===== config.mk =====
export PLATFORM = sky130hd
export DESIGN_NAME = quad_encoder_emulator
export DESIGN_NICKNAME = d
export VERILOG_FILES = /design/src/rtl/quad_encoder_emulator.sv
export SDC_FILE = /design/constraint.sdc
export NUM_CORES = 1
export LEC_CHECK = 0
export ABC_AREA = 0
export CAP_MARGIN = 20
export CORE_ASPECT_RATIO = 1.75
export CORE_MARGIN = 2
export CORE_UTILIZATION = 36
export DETAILED_ROUTE_END_ITERATION = 8
export HOLD_SLACK_MARGIN = 0.05
export RECOVER_POWER = 25
export SYNTH_ARGS = -nofsm -noshare
export SYNTH_HDL_FRONTEND = slang
export SYNTH_SLANG_ARGS = --single-unit
export TNS_END_PERCENT = 5

===== constraint.sdc =====
create_clock -name clk -period 6.3 [get_ports clk]
set_clock_uncertainty 0.15 [all_clocks]
set_input_delay 1.575 -clock clk [delete_from_list [all_inputs] [get_ports clk]]
set_output_delay 1.575 -clock clk [all_outputs]
set_load 0.02 [all_outputs]

===== src/rtl/quad_encoder_emulator.sv =====
// Quadrature encoder emulator: turns step/direction commands into A/B quadrature
// edges spaced DWELL_CYCLES clocks apart and tracks the net edge count as a signed position.
module quad_encoder_emulator #(
    parameter int COUNT_W      = 16,
    parameter int POS_W        = 16,
    parameter int DWELL_CYCLES = 8
) (
    input  logic               clk,
    input  logic               rst_n,
    input  logic               cmd_valid,
    output logic               cmd_ready,
    input  logic               cmd_dir,
    input  logic [COUNT_W-1:0] cmd_count,
    input  logic               abort,
    output logic               enc_ch_a,
    output logic               enc_ch_b,
    output logic               busy,
    output logic               done,
    output logic [POS_W-1:0]   position
);

    localparam int DW_W = 16;
    localparam logic [DW_W-1:0] DWELL_LOAD = DW_W'(DWELL_CYCLES - 1);

    typedef enum logic [1:0] {IDLE, EDGE, DWELL, FINISH} state_t;

    state_t                    state_q, state_d;
    logic                      dir_q, dir_d;
    logic [COUNT_W-1:0]        rem_q, rem_d;
    logic [DW_W-1:0]           dwell_q, dwell_d;
    logic [1:0]                phase_q, phase_d;
    logic signed [POS_W-1:0]   pos_q, pos_d;
    logic                      ready_q, ready_d;
    logic                      busy_q, busy_d;
    logic                      done_q, done_d;
    logic                      accept;

    // Phase order (A,B) going up: 00 -> 10 -> 11 -> 01 -> 00; down walks it backwards.
    function automatic logic [1:0] next_phase(input logic [1:0] p, input logic up);
        logic [1:0] n;
        case (p)
            2'b00:   n = up ? 2'b10 : 2'b01;
            2'b10:   n = up ? 2'b11 : 2'b00;
            2'b11:   n = up ? 2'b01 : 2'b10;
            default: n = up ? 2'b00 : 2'b11;
        endcase
        return n;
    endfunction

    always_comb begin
        state_d = state_q;
        dir_d   = dir_q;
        rem_d   = rem_q;
        dwell_d = dwell_q;
        phase_d = phase_q;
        pos_d   = pos_q;
        // ready_q is only ever high while the FSM sits in IDLE
        accept  = cmd_valid & ready_q & ~abort;

        case (state_q)
            IDLE: begin
                if (accept) begin
                    dir_d   = cmd_dir;
                    rem_d   = cmd_count;
                    state_d = (cmd_count != '0) ? EDGE : FINISH;
                end
            end
            EDGE: begin
                phase_d = next_phase(phase_q, dir_q);
                pos_d   = dir_q ? pos_q + POS_W'(1) : pos_q - POS_W'(1);
                rem_d   = rem_q - COUNT_W'(1);
                dwell_d = DWELL_LOAD;
                state_d = DWELL;
                if (abort) begin
                    rem_d   = '0;
                    state_d = FINISH;
                end
            end
            DWELL: begin
                dwell_d = dwell_q - DW_W'(1);
                if (abort) begin
                    rem_d   = '0;
                    dwell_d = '0;
                    state_d = FINISH;
                end else if (dwell_q == DW_W'(1)) begin
                    // Counter reaches 0 this cycle: EDGE plus dwell spans DWELL_CYCLES clocks.
                    state_d = (rem_q != '0) ? EDGE : FINISH;
                end
            end
            default: state_d = IDLE;
        endcase

        ready_d = (state_q == IDLE) && (state_d == IDLE);
        busy_d  = (state_d != IDLE);
        done_d  = (state_q == FINISH);
    end

    always_ff @(posedge clk or negedge rst_n) begin
        if (!rst_n) begin
            state_q <= IDLE;
            dir_q   <= 1'b0;
            rem_q   <= '0;
            dwell_q <= '0;
            phase_q <= 2'b00;
            pos_q   <= '0;
            ready_q <= 1'b1;
            busy_q  <= 1'b0;
            done_q  <= 1'b0;
        end else begin
            state_q <= state_d;
            dir_q   <= dir_d;
            rem_q   <= rem_d;
            dwell_q <= dwell_d;
            phase_q <= phase_d;
            pos_q   <= pos_d;
            ready_q <= ready_d;
            busy_q  <= busy_d;
            done_q  <= done_d;
        end
    end

    assign enc_ch_a  = phase_q[1];
    assign enc_ch_b  = phase_q[0];
    assign cmd_ready = ready_q;
    assign busy      = busy_q;
    assign done      = done_q;
    assign position  = pos_q;

endmodule


==> results of run 1 <==
## state kept, by name, indices dropped and copies added (netlist names)
register and count:
rem_q 16, cmd_ready 1, position 16, dir_q 1, state_q 2, done 1, busy 1, dwell_q 16
phase_q 2
## cell type report
type / instances / share of cell area (%)
Multi-Input combinational cell: 304 / 47.8
Sequential cell: 56 / 33.6
Timing Repair Buffer: 43 / 9.98
Tap cell: 122 / 3.65
Clock buffer: 8 / 3.51
Inverter: 16 / 1.44
## Yosys cell counts, drive strengths merged, types with 2 or more instances
library cell	count	area (um^2)
nand4b	2	17.5
nand4	2	12.5
nor3	11	71.3
dfrtp	55	1380
xnor2	15	131
nor2	39	146
buf	2	12.5
or2	2	12.5
o22ai	2	12.5
clkbuf	11	41.3
nor2b	3	18.8
nor4	10	68.8
o211ai	2	15.0
ha	22	275
a22oi	6	45.0
inv	15	56.3
nand2	30	113
and3	3	18.8
o21bai	3	22.5
nand3	4	20.0
o21ai	53	265
xor2	10	87.6
and2	3	18.8
nand2b	3	18.8
a211oi	5	37.5
nand3b	2	15.0
a21o	7	52.6
a31oi	4	31.3
mux2	12	135
a21oi	29	145
a32oi	4	35.0
## worst register-to-register path, stage by stage, from the launching register on
cell      delay [ns]
dfrtp_1         0.48
inv_1           0.49
ha_1            0.36
a211oi_1        0.39
o21ai_1         0.24
a31oi_2         0.32
o21ai_1         0.11
xor2_1          0.15
mux2_2          0.26
## routing by layer
metal / global-route usage [%] / share of wire [%]
met5: 0 / 0
met4: 9.45 / 4.2
met3: 2.67 / 4.0
met2: 29.2 / 53
met1: 17.2 / 39
## power by group through the flow
stage / logic [mW] / clock network [mW] / registers, mW
floorplan: 1.17 / 0 / 0.738
global placement: 1.62 / 0 / 0.692
detailed placement: 1.65 / 0 / 0.699
CTS: 1.65 / 0.296 / 0.692
global route: 1.84 / 0.310 / 0.715
finish: 1.64 / 0.284 / 0.689
## metrics by stage
step	total power, mW	instance area, um^2	std cells	hold WS [ns]
after floorplan	1.91	3510	389	0.311
after global placement	2.31	4030	541	0.306
after detailed placement	2.35	4030	541	0.313
after CTS	2.64	4180	549	0.327
after global routing	2.87	4180	549	0.360
final	2.62	4180	549	0.321
## path summary, 6_finish.rpt
kind	endpoint	slack, ns	depth (start not counted)
max	rem_q[4]	2.92	6
min	position[15]	0.32	1
max reg2reg	position[13]	3.25	8
min reg2reg	position[15]	0.32	1
max in group asynchronous	rem_q[15]	4.24	2
min in group asynchronous	position[4]	1.28	2
## kinds of logic after synthesis
kind of cell / share of synthesized area [%]
multiplexers: 3.84
AND/OR/NAND/NOR: 16.9
flip-flops: 39.9
AO/OA/AOI/OAI: 21.4
adder cells (fa/ha/maj): 8.40
buffers and inverters: 3.24
XOR/XNOR: 6.23
==> metrics.txt, run 1 <==
Fillers 951; VDD IR max 234 uV; Post-synth ARST share 100%; Post-Route WL 8090 um; sequential share of the synthesized area 39.9%; Multi-input gate area 0.00200 mm^2; critical path's top delay family compound AO/OA/AOI/OAI gates; vias in the first global route 3,033; Core Region 0.00947 mm^2; Final Cycle Share 53.7%; final core utilization 44.1%; post-cts hold buffer count 0; Top cell by count, worst path o21ai_0; H-Tree Depth 2; final net count 470; leakage 1.73 nW; Crit Path Class in -> reg; CP Capture Type flop; clk sinks 56; initial antenna violation count 0; largest net degree at the start of global routing 57; run status finished clean; most common cell after layout, fill and taps aside dfrtp_1; Syn-to-layout area delta 18.8%; Final Max Slew Viols 0; die area 0.0106 mm^2; Syn Nets 433; PostCTS Resize Cnt 0; Clock Tree Root clkbuf_16; grt total ovfl 0; power share of the sequential group 26.3%; worst r2r src dir_q; slowest cell delay on critical path 0.62 ns; number of antenna diodes 0; crit path DAT 3.38 ns; Final Setup Violations 0; Place WS 2.59 ns; Hold Path Class reg -> reg; Post-Syn Instances 389; CP Cell Sequence clkdlybuf4s50_1 -> nand3b_1 -> a211oi_1 -> o21ai_0 -> nand2_1 -> o21ai_0; first drt pass iteration count 4; power per standard cell area 627 mW/mm^2; first-pass GRT wire length 13,800 um; Total Routing Usage GR 16.1%; clock buffer depth 2; Netlist cell types 57; unrepaired setup endpoints after global routing false; Initial DRC Count 102; fmax 296 MHz; HP Start position[15]; Comb pwr share 62.8%; final routed DRC violation total 0; Syn Std Cell Area 0.00351 mm^2; buffers and inverters on the worst path 1; Ys Warns 0; EDFF count, synth 0; WP data required 6.30 ns; Switching Fraction 46.6%; CP max stage cell a211oi_1; CP max FO 11; setup_tns 0 ns; Slew HR 11.1%; MaxCap Viol Count 0; layout cell share with drive strength beyond 1 6.56%; Most used DFF post-synth dfrtp_1; Post-DP HPWL 6060 um; # rows 47; CTS tree built; number of routed nets with antenna violations 0; Worst-path clk slew 0.07 ns; Vias per Instance 5.55; worst slew pin tran 1.33 ns; Final min period 3.38 ns; internal power 1.40 mW; sequential cell area 0.00140 mm^2; postcts setup bufs 0; CP Launch Type input port; initial core utilization 37.1%; Vias 3,047; count of input and output buffers 41; clock network power share 10.9%; routed len/inst 14.7 um; Die Span X 78.7 um; I/O pin total 42; Fin. Hold Viols 0; most frequent cells in the layout dfrtp_1 (55), o21ai_0 (47), clkdlybuf4s50_1 (40); Die Y 135 um; Setup crit start abort; worst skew pair latency 0.29 ns; Net Sw Power 1.22 mW; PnR worst setup slack 2.92 ns; count of state elements after synthesis 56; syn_area_per_cell 9.04 um^2; total CTS buffers 5; GPL Wtd Cong 0.858
(Power assumes the default switching activity.)
==> run 2, diff against run 1 <==
==> constraint.sdc (replaced) <==
create_clock -name clk -period 3.05 [get_ports clk]
set_clock_uncertainty 0.15 [all_clocks]
set_input_delay 0.7625 -clock clk [delete_from_list [all_inputs] [get_ports clk]]
set_output_delay 0.7625 -clock clk [all_outputs]
set_load 0.02 [all_outputs]
==> metrics.txt, run 2 (synthesized netlist as in run 1, its figures left out) <==
run status complete, but fails checks; failing checks max-capacitance violations, max-slew violations; Post-Route WL 8190 um (+1.2%); VDD IR max 502 uV (+110%); most frequent cells in the layout dfrtp_1 (55), o21ai_0 (47), clkdlybuf4s50_1 (40); Final min period 2.83 ns; CP Cell Sequence clkinvlp_4 -> buf_4 -> buf_4 -> ha_1 -> nand2_1 -> o21ai_0 -> o21ai_0 -> a221o_1 -> xor2_1; Fillers 942 (-0.95%); power per standard cell area 1300 mW/mm^2 (+110%); Die Y 135 um (unchanged); Post-DP HPWL 6400 um (+5.6%); number of antenna diodes 0 (unchanged); hold endpoint rem_q[2]; R2R Setup Slk 0.22 ns (-3.03 ns); initial antenna violation count 0 (unchanged); WP data required 3.08 ns (-3.22 ns); Core Region 0.00947 mm^2 (unchanged); # rows 47 (unchanged); final routed DRC violation total 0 (unchanged); total CTS buffers 5 (unchanged); final net count 478 (+1.7%); CP max stage cell dfrtp_1; clk sinks 56 (unchanged); MaxCap Viol Count 1 (+1); Post-Layout Cell Count 557 (+1.5%); Die Span X 78.7 um (unchanged); count of input and output buffers 41 (unchanged); met3 Use GR 2.41% (-0.27 points); setup_tns 0 ns (unchanged); Vias 3,004 (-1.4%); hold path cells 2 (+1); fmax 353 MHz; number of routed nets with antenna violations 0 (unchanged); layout cell share with drive strength beyond 1 8.51% (+1.9 points); crit path DAT 2.86 ns (-0.52 ns); Vias per Instance 5.39 (-2.8%); worst r2r src dir_q; Crit Path Class reg -> reg; slowest cell delay on critical path 0.51 ns (-0.11 ns); post-cts hold buffer count 0 (unchanged); largest net degree at the start of global routing 31 (-46%); Final Cycle Share 92.8%; routed len/inst 14.7 um (-0.21%); final core utilization 44.7% (+0.58 points); I/O pin total 42 (unchanged); initial core utilization 37.1% (unchanged); CP Launch Type flop; leakage 1.76 nW (+1.9%); Final Setup Violations 0 (unchanged); first-pass GRT wire length 14,000 um (+2.1%); R2R cell count 9 (+1); most common cell after layout, fill and taps aside dfrtp_1; clock buffer depth 2 (unchanged); Inst Count DP 546 (+0.92%); die area 0.0106 mm^2 (unchanged); Clock Tree Root clkbuf_16; met2 Use GR 31.8% (+2.6 points); Initial DRC Count 72 (-29%); CTS tree built; Fin Hold WS 0.351 ns (+0.0299 ns); Slew HR -1.21% (-12 points); first drt pass iteration count 4 (unchanged); vias in the first global route 3,036 (+0.099%); routing usage on met1 17.2% (about the same); r2r endpoint position[15]; worst skew pair latency 0.30 ns (about the same); CP Capture Type flop; CP max FO 8 (-3); Total Routing Usage GR 16.5% (+0.36 points); Final Max Slew Viols 28 (+28); GPL Wtd Cong 0.835 (-2.7%); gr busiest metal met2; Fin. Hold Viols 0 (unchanged); Worst-path clk slew 0.07 ns (about the same); HP Start rem_q[2]; worst slew pin tran 1.52 ns (+0.184 ns); H-Tree Depth 2 (unchanged); unrepaired setup endpoints after global routing false; grt total ovfl 0 (unchanged); Syn-to-layout area delta 20.4%; Hold Path Class reg -> reg
[run 2: changes by cell type in the layout (fill, tap and decap cells not counted)]
cell	change
clkinv_2	+1
buf_2	-1
clkbuf_8	-1
clkbuf_2	+1
clkinvlp_4	+1
inv_1	-1
buf_4	+8
[run 2: how the worst max path moves through the flow]
| stage | startpoint | to | slack, ns |
|---|---|---|---|
| 5_1_grt | dir_q | position[15] | 0.05 |
| 3_3_place_gp | dir_q | position[12] | 0.21 |
| 3_5_place_dp | dir_q | position[13] | 0.15 |
| 4_1_cts | dir_q | position[15] | 0.14 |
| 6_report | dir_q | position[15] | 0.22 |
| 2_1_floorplan | dir_q | position[15] | 0.40 |
[run 2: worst max-delay path: cells and delay by family, from the launching register on]
kind / cells / cell delay (ns)
AOI/OAI and AO/OA: 3 / 0.86
buffers and inverters: 3 / 0.60
DFF: 1 / 0.51
adders and majority gates: 1 / 0.33
xor gates and xnor gates: 1 / 0.15
and+or+nand+nor: 1 / 0.11
[run 2: layer usage]
metal / up-vias / routed length, um
met5: - / 0
met4: 0 / 202
met3: 18 / 293
met2: 71 / 4610
met1: 1417 / 3080
li1: 1498 / -
[run 2: final cells by class]
type,instances,area [um^2],area share [%]
clock inverters,1,5.00,0.118
multi-input cells,304,2000,47.2
flip-flops and latches,56,1400,33.1
repair buffers,51,477,11.3
inverters,16,63.8,1.51
clock buffers,7,133,3.13
well taps,122,153,3.61
[run 2: timing repair]
action	in CTS	in global routing
gates resized for setup	0	1
buffers inserted	0	3
endpoints found under the setup margin	0	5
endpoints found under the hold margin	0	0
[run 2: power by group]
| part | switching [mW] | internal [mW] | total, mW |
|---|---|---|---|
| sequential | 0.328 | 1.10 | 1.43 |
| combinational | 1.97 | 1.54 | 3.51 |
| clock | 0.259 | 0.305 | 0.563 |
[run 2: through the flow]
step           cell area (um^2)  setup slack (ns)  power [mW]
6_report                   4230             0.219        5.49
5_1_grt                    4230            0.0457        6.03
4_1_cts                    4220             0.135        5.52
3_5_place_dp               4080             0.147        4.94
3_3_place_gp               4080             0.207        4.87
2_1_floorplan              3510             0.404        3.94
==> variant 1: new RTL, flow settings as in run 2 <==
The parameter `DWELL_CYCLES` goes from 8 to 4.
--- a/src/rtl/quad_encoder_emulator.sv
+++ b/src/rtl/quad_encoder_emulator.sv
@@ -5,3 +5,3 @@
     parameter int POS_W        = 16,
-    parameter int DWELL_CYCLES = 8
+    parameter int DWELL_CYCLES = 4
 ) (
Behaviour: not the same (Yosys sat finds a counterexample within 10 cycles, from zero or initial values and one cycle with rst_n low).
==> variant 1 against run 2 <==
Total power up 3.7%. Routed wire length increased by 3.8%. Worst setup slack worse by 0.078 ns. Critical path depth rose by 1. Final cell count stayed put. Synthesized area shrank 0.93%. Largest power group unchanged. Critical path type unchanged. Sequential cell count stayed put. Design area is 1.7% higher.
==> variant 1: results (changes against run 2) <==
• mean post-synth cell area: 9.044 um2, +0.10%
• post-detail-place hpwl: 6204 um, -3.1%
• vias in the first global route: 3014, -0.72%
• slack of the worst reg-to-reg path: 0.14 ns, -0.08 ns
• worst slack, placed: 0.1269 ns, -0.02039 ns
• most common library cells after synthesis: 55 x dfrtp_1, 51 x o21ai_0, 42 x nor2_1
• Area Growth Syn to Fin: 23.57%
• slew of the pin with the lowest slew margin: 1.463 ns, -0.05487 ns
• share of layout cells above drive strength 1: 9.425%, +0.92 points
• status: completed
• placed cell count: 545, -0.18%
• number of nets in the synthesized netlist: 429, -0.92%
• Iter 0 DRT Violations: 118, +64%
• wire length on met2: 4589 um, -0.50%
• Compound-Gate Fraction of Synth Area: 20.80%, -0.63 points
• hold path endpoint: position[15]
• xor/xnor cell area share of the yosys netlist: 5.785%, -0.44 points
• adder-cell area share of the yosys netlist: 8.480%, +0.078 points
• top fanout value on the critical path: 7, -1
• vias per cell: 5.551, +2.9%
• area of placed instances: 4058 um2, -0.64%
• cell depth of the worst min-delay path: 1, -1
• Post-Route Hold Slack: 0.3382 ns, -0.01306 ns
• gp weighted congestion: 0.8675, +3.8%
• WL per Instance: 15.27 um, +3.8%
• met3 layer wire length in the routed design: 285 um, -2.7%
• leak pwr: 1.786 nW, +1.4%
• filler cell count: 954, +1.3%
• hold path startpoint: position[15]
• maximum ir drop on the vdd rail: 0.4508 mV, -10%
• fraction of power spent switching nets: 44.47%, -2.1 points
• mux contribution to synthesized area: 3.809%, -0.036 points
• pin count of the biggest net entering global routing: 57, +84%
• total routing usage reported by global routing: 16.79%, +0.31 points
• length of routed wiring on met1: 3368 um, +9.3%
• post-synth cell types: 50, -12%
• part of the Yosys area used for sequential elements: 40.28%, +0.37 points
• Arrival @ worst endpoint: 2.98 ns, +0.12 ns
• global-route wire length before repair: 14070 um, +0.20%
• number of detailed-routing iterations run before antenna repair: 4, unchanged
## variant 1: cell count changes after synthesis, sizes merged, moves of 3 or more
| cell | delta |
|---|---|
| nand2 | -4 |
| inv | -3 |
| and2 | -3 |
| or3 | +6 |
| nor2 | +3 |
## variant 1: cell type report
| class | count | share of cell area, % |
|---|---|---|
| Clock buffer | 5 | 2.908 |
| Tap cell | 122 | 3.548 |
| Sequential cell | 56 | 32.63 |
| Timing Repair Buffer | 53 | 11.40 |
| Clock inverter | 3 | 2.094 |
| Inverter | 13 | 1.221 |
| Multi-Input combinational cell | 305 | 46.21 |
## variant 1: worst max-delay path, stage by stage, from the launching register on
cell        delay [ns]
dfrtp_2           0.44
clkinvlp_4        0.20
clkbuf_2          0.21
buf_4             0.15
buf_4             0.16
ha_1              0.36
nor3b_1           0.27
o221ai_1          0.23
and3_1            0.21
a311oi_1          0.30
xnor2_1           0.15
## variant 1: worst max path at each step
stage          slack [ns]      endpoint  startpoint  depth (start not counted)
3_3_place_gp         0.25  position[10]       dir_q                          8
4_1_cts               0.1  position[10]       dir_q                          8
6_report             0.14  position[15]       dir_q                         10
3_5_place_dp         0.13  position[10]       dir_q                          8
5_1_grt             -0.01  position[15]       dir_q                         10
2_1_floorplan        0.39  position[10]       dir_q                          8
## variant 1: metal layers
layer / up-vias / track usage [%]
met5: - / 0
met4: 0 / 8.382
met3: 16 / 2.153
met2: 67 / 30.56
met1: 1500 / 18.94
li1: 1509 / -
## variant 1: power groups by stage
stage	Clock [W]	Sequential (W)	Combinational (W)
final	0.000838	0.00135	0.00351
after CTS	0.000856	0.00135	0.00347
after detailed placement	0	0.00136	0.00346
after global placement	0	0.00136	0.00342
after global routing	0.000879	0.00140	0.00392
after floorplan	0	0.00146	0.00236
==> variant 2: new RTL, settings of run 2 <==
Without the edit above. The 4 states of `state_t` get a one-hot encoding in 4 bits.
--- a/src/rtl/quad_encoder_emulator.sv
+++ b/src/rtl/quad_encoder_emulator.sv
@@ -24,3 +24,3 @@
 
-    typedef enum logic [1:0] {IDLE, EDGE, DWELL, FINISH} state_t;
+    typedef enum logic [3:0] {IDLE = 4'b0001, EDGE = 4'b0010, DWELL = 4'b0100, FINISH = 4'b1000} state_t;
 
Check against the original RTL: same outputs for any inputs over 10 cycles, from zero or initial values and one cycle with rst_n low; not proved beyond that.
==> variant 2 against run 2 <==
The flow still finishes with violations (capacitance limit, slew limit). Worst setup slack improved by 0.35 ns. Synthesized area increased by 2.5%. Clock power is 83% higher. First-iteration DRC count up 120%. Routed wire length rose by 10%. Via count rose by 8.7%. Critical path type unchanged. Sequential cell count grew 2. Total power down 19%. Design area increased by 6.5%.
==> variant 2: results (changes against run 2) <==
• vias per cell: 5.517, +2.3%
• placed cell count: 576, +5.5%
• hold path startpoint: position[15]
• xor/xnor cell area share of the yosys netlist: 4.377%, -1.9 points
• Arrival @ worst endpoint: 2.59 ns, -0.27 ns
• Area Growth Syn to Fin: 25.08%
• post-route insts no fill: 592, +6.3%
• part of the Yosys area used for sequential elements: 40.36%, +0.45 points
• adder-cell area share of the yosys netlist: 6.461%, -1.9 points
• Total Routed Length: 9032 um, +10%
• cell depth of the worst min-delay path: 1, -1
• vias in the first global route: 3340, +10%
• global-route wire length before repair: 15460 um, +10%
• antenna violations before repair: 0, unchanged
• violated checks: capacitance limit, slew limit
• power density over cell area: 983.7 nW/um2, -24%
• mux contribution to synthesized area: 1.181%, -2.7 points
• worst slack, placed: 0.3255 ns, +0.1783 ns
• post-detail-place hpwl: 6672 um, +4.2%
• most common library cells after synthesis: 56 x dfrtp_1, 50 x nand2_1, 47 x o21ai_0
• CP peak stage delay: 0.41 ns, -0.10 ns
• post-layout worst setup margin: 0.5686 ns, +0.3499 ns
• post-synth cell types: 59, +3.5%
• status: finished, violations left
• family with the most delay on the worst path: simple AND/OR/NAND/NOR gates
• Max-Cap Viols: 1, unchanged
• share of layout cells above drive strength 1: 8.994%, +0.49 points
• slew of the pin with the lowest slew margin: 1.504 ns, -0.01449 ns
• Clk Latency, worst-skew pair: 0.34 ns, +0.04 ns
• Iter 0 DRT Violations: 159, +120%
• number of levels in the clock H-tree: 3, +1
• hold path endpoint: position[15]
• top fanout value on the critical path: 10, +2
• slowest cell on the critical path: ha_1
• Compound-Gate Fraction of Synth Area: 24.07%, +2.6 points
• final slew viol count: 58, +110%
• total clock buffers created by CTS: 9, +4
• number of detailed-routing iterations run before antenna repair: 6, +2
• number of nets in the synthesized netlist: 451, +4.2%
• gp weighted congestion: 0.8770, +5.0%
• filler cell count: 945, +0.32%
• Post-Route Hold Slack: 0.3188 ns, -0.03242 ns
• fraction of power spent switching nets: 40.02%, -6.5 points
• net count of the finished layout: 501, +4.8%
• pin count of the biggest net entering global routing: 59, +90%
• portion of total power attributed to sequential cells: 28.1%, +2.2 points
• cells after synthesis: 412, +5.9%
• leak pwr: 1.976 nW, +12%
• total routing usage reported by global routing: 18.23%, +1.8 points
## variant 2: logic make-up after synthesis
logic type	after synthesis
AO/OA/AOI/OAI	143
AND/OR/NAND/NOR	147
multiplexers	4
buffers and inverters	24
XOR/XNOR	18
flip-flops	58
adder cells (fa/ha/maj)	18
## variant 2: area by class of cell
class	count	share of cell area, %
Clock buffer	13	5.776
Clock inverter	3	0.8886
Inverter	9	0.7498
Multi-Input combinational cell	330	45.74
Sequential cell	58	32.27
Tap cell	125	3.471
Timing Repair Buffer	54	11.11
## variant 2: per-layer routing
layer | part of all wire [%] | wire length (um) | GRT usage [%] | vias to the layer above
met2 | 55 | 4945 | 34.22 | 76
li1 | - | - | - | 1612
met5 | 0 | 0 | 0 | -
met1 | 39 | 3498 | 18.40 | 1551
met3 | 2.8 | 253 | 2.523 | 27
met4 | 3.7 | 334 | 11.21 | 0
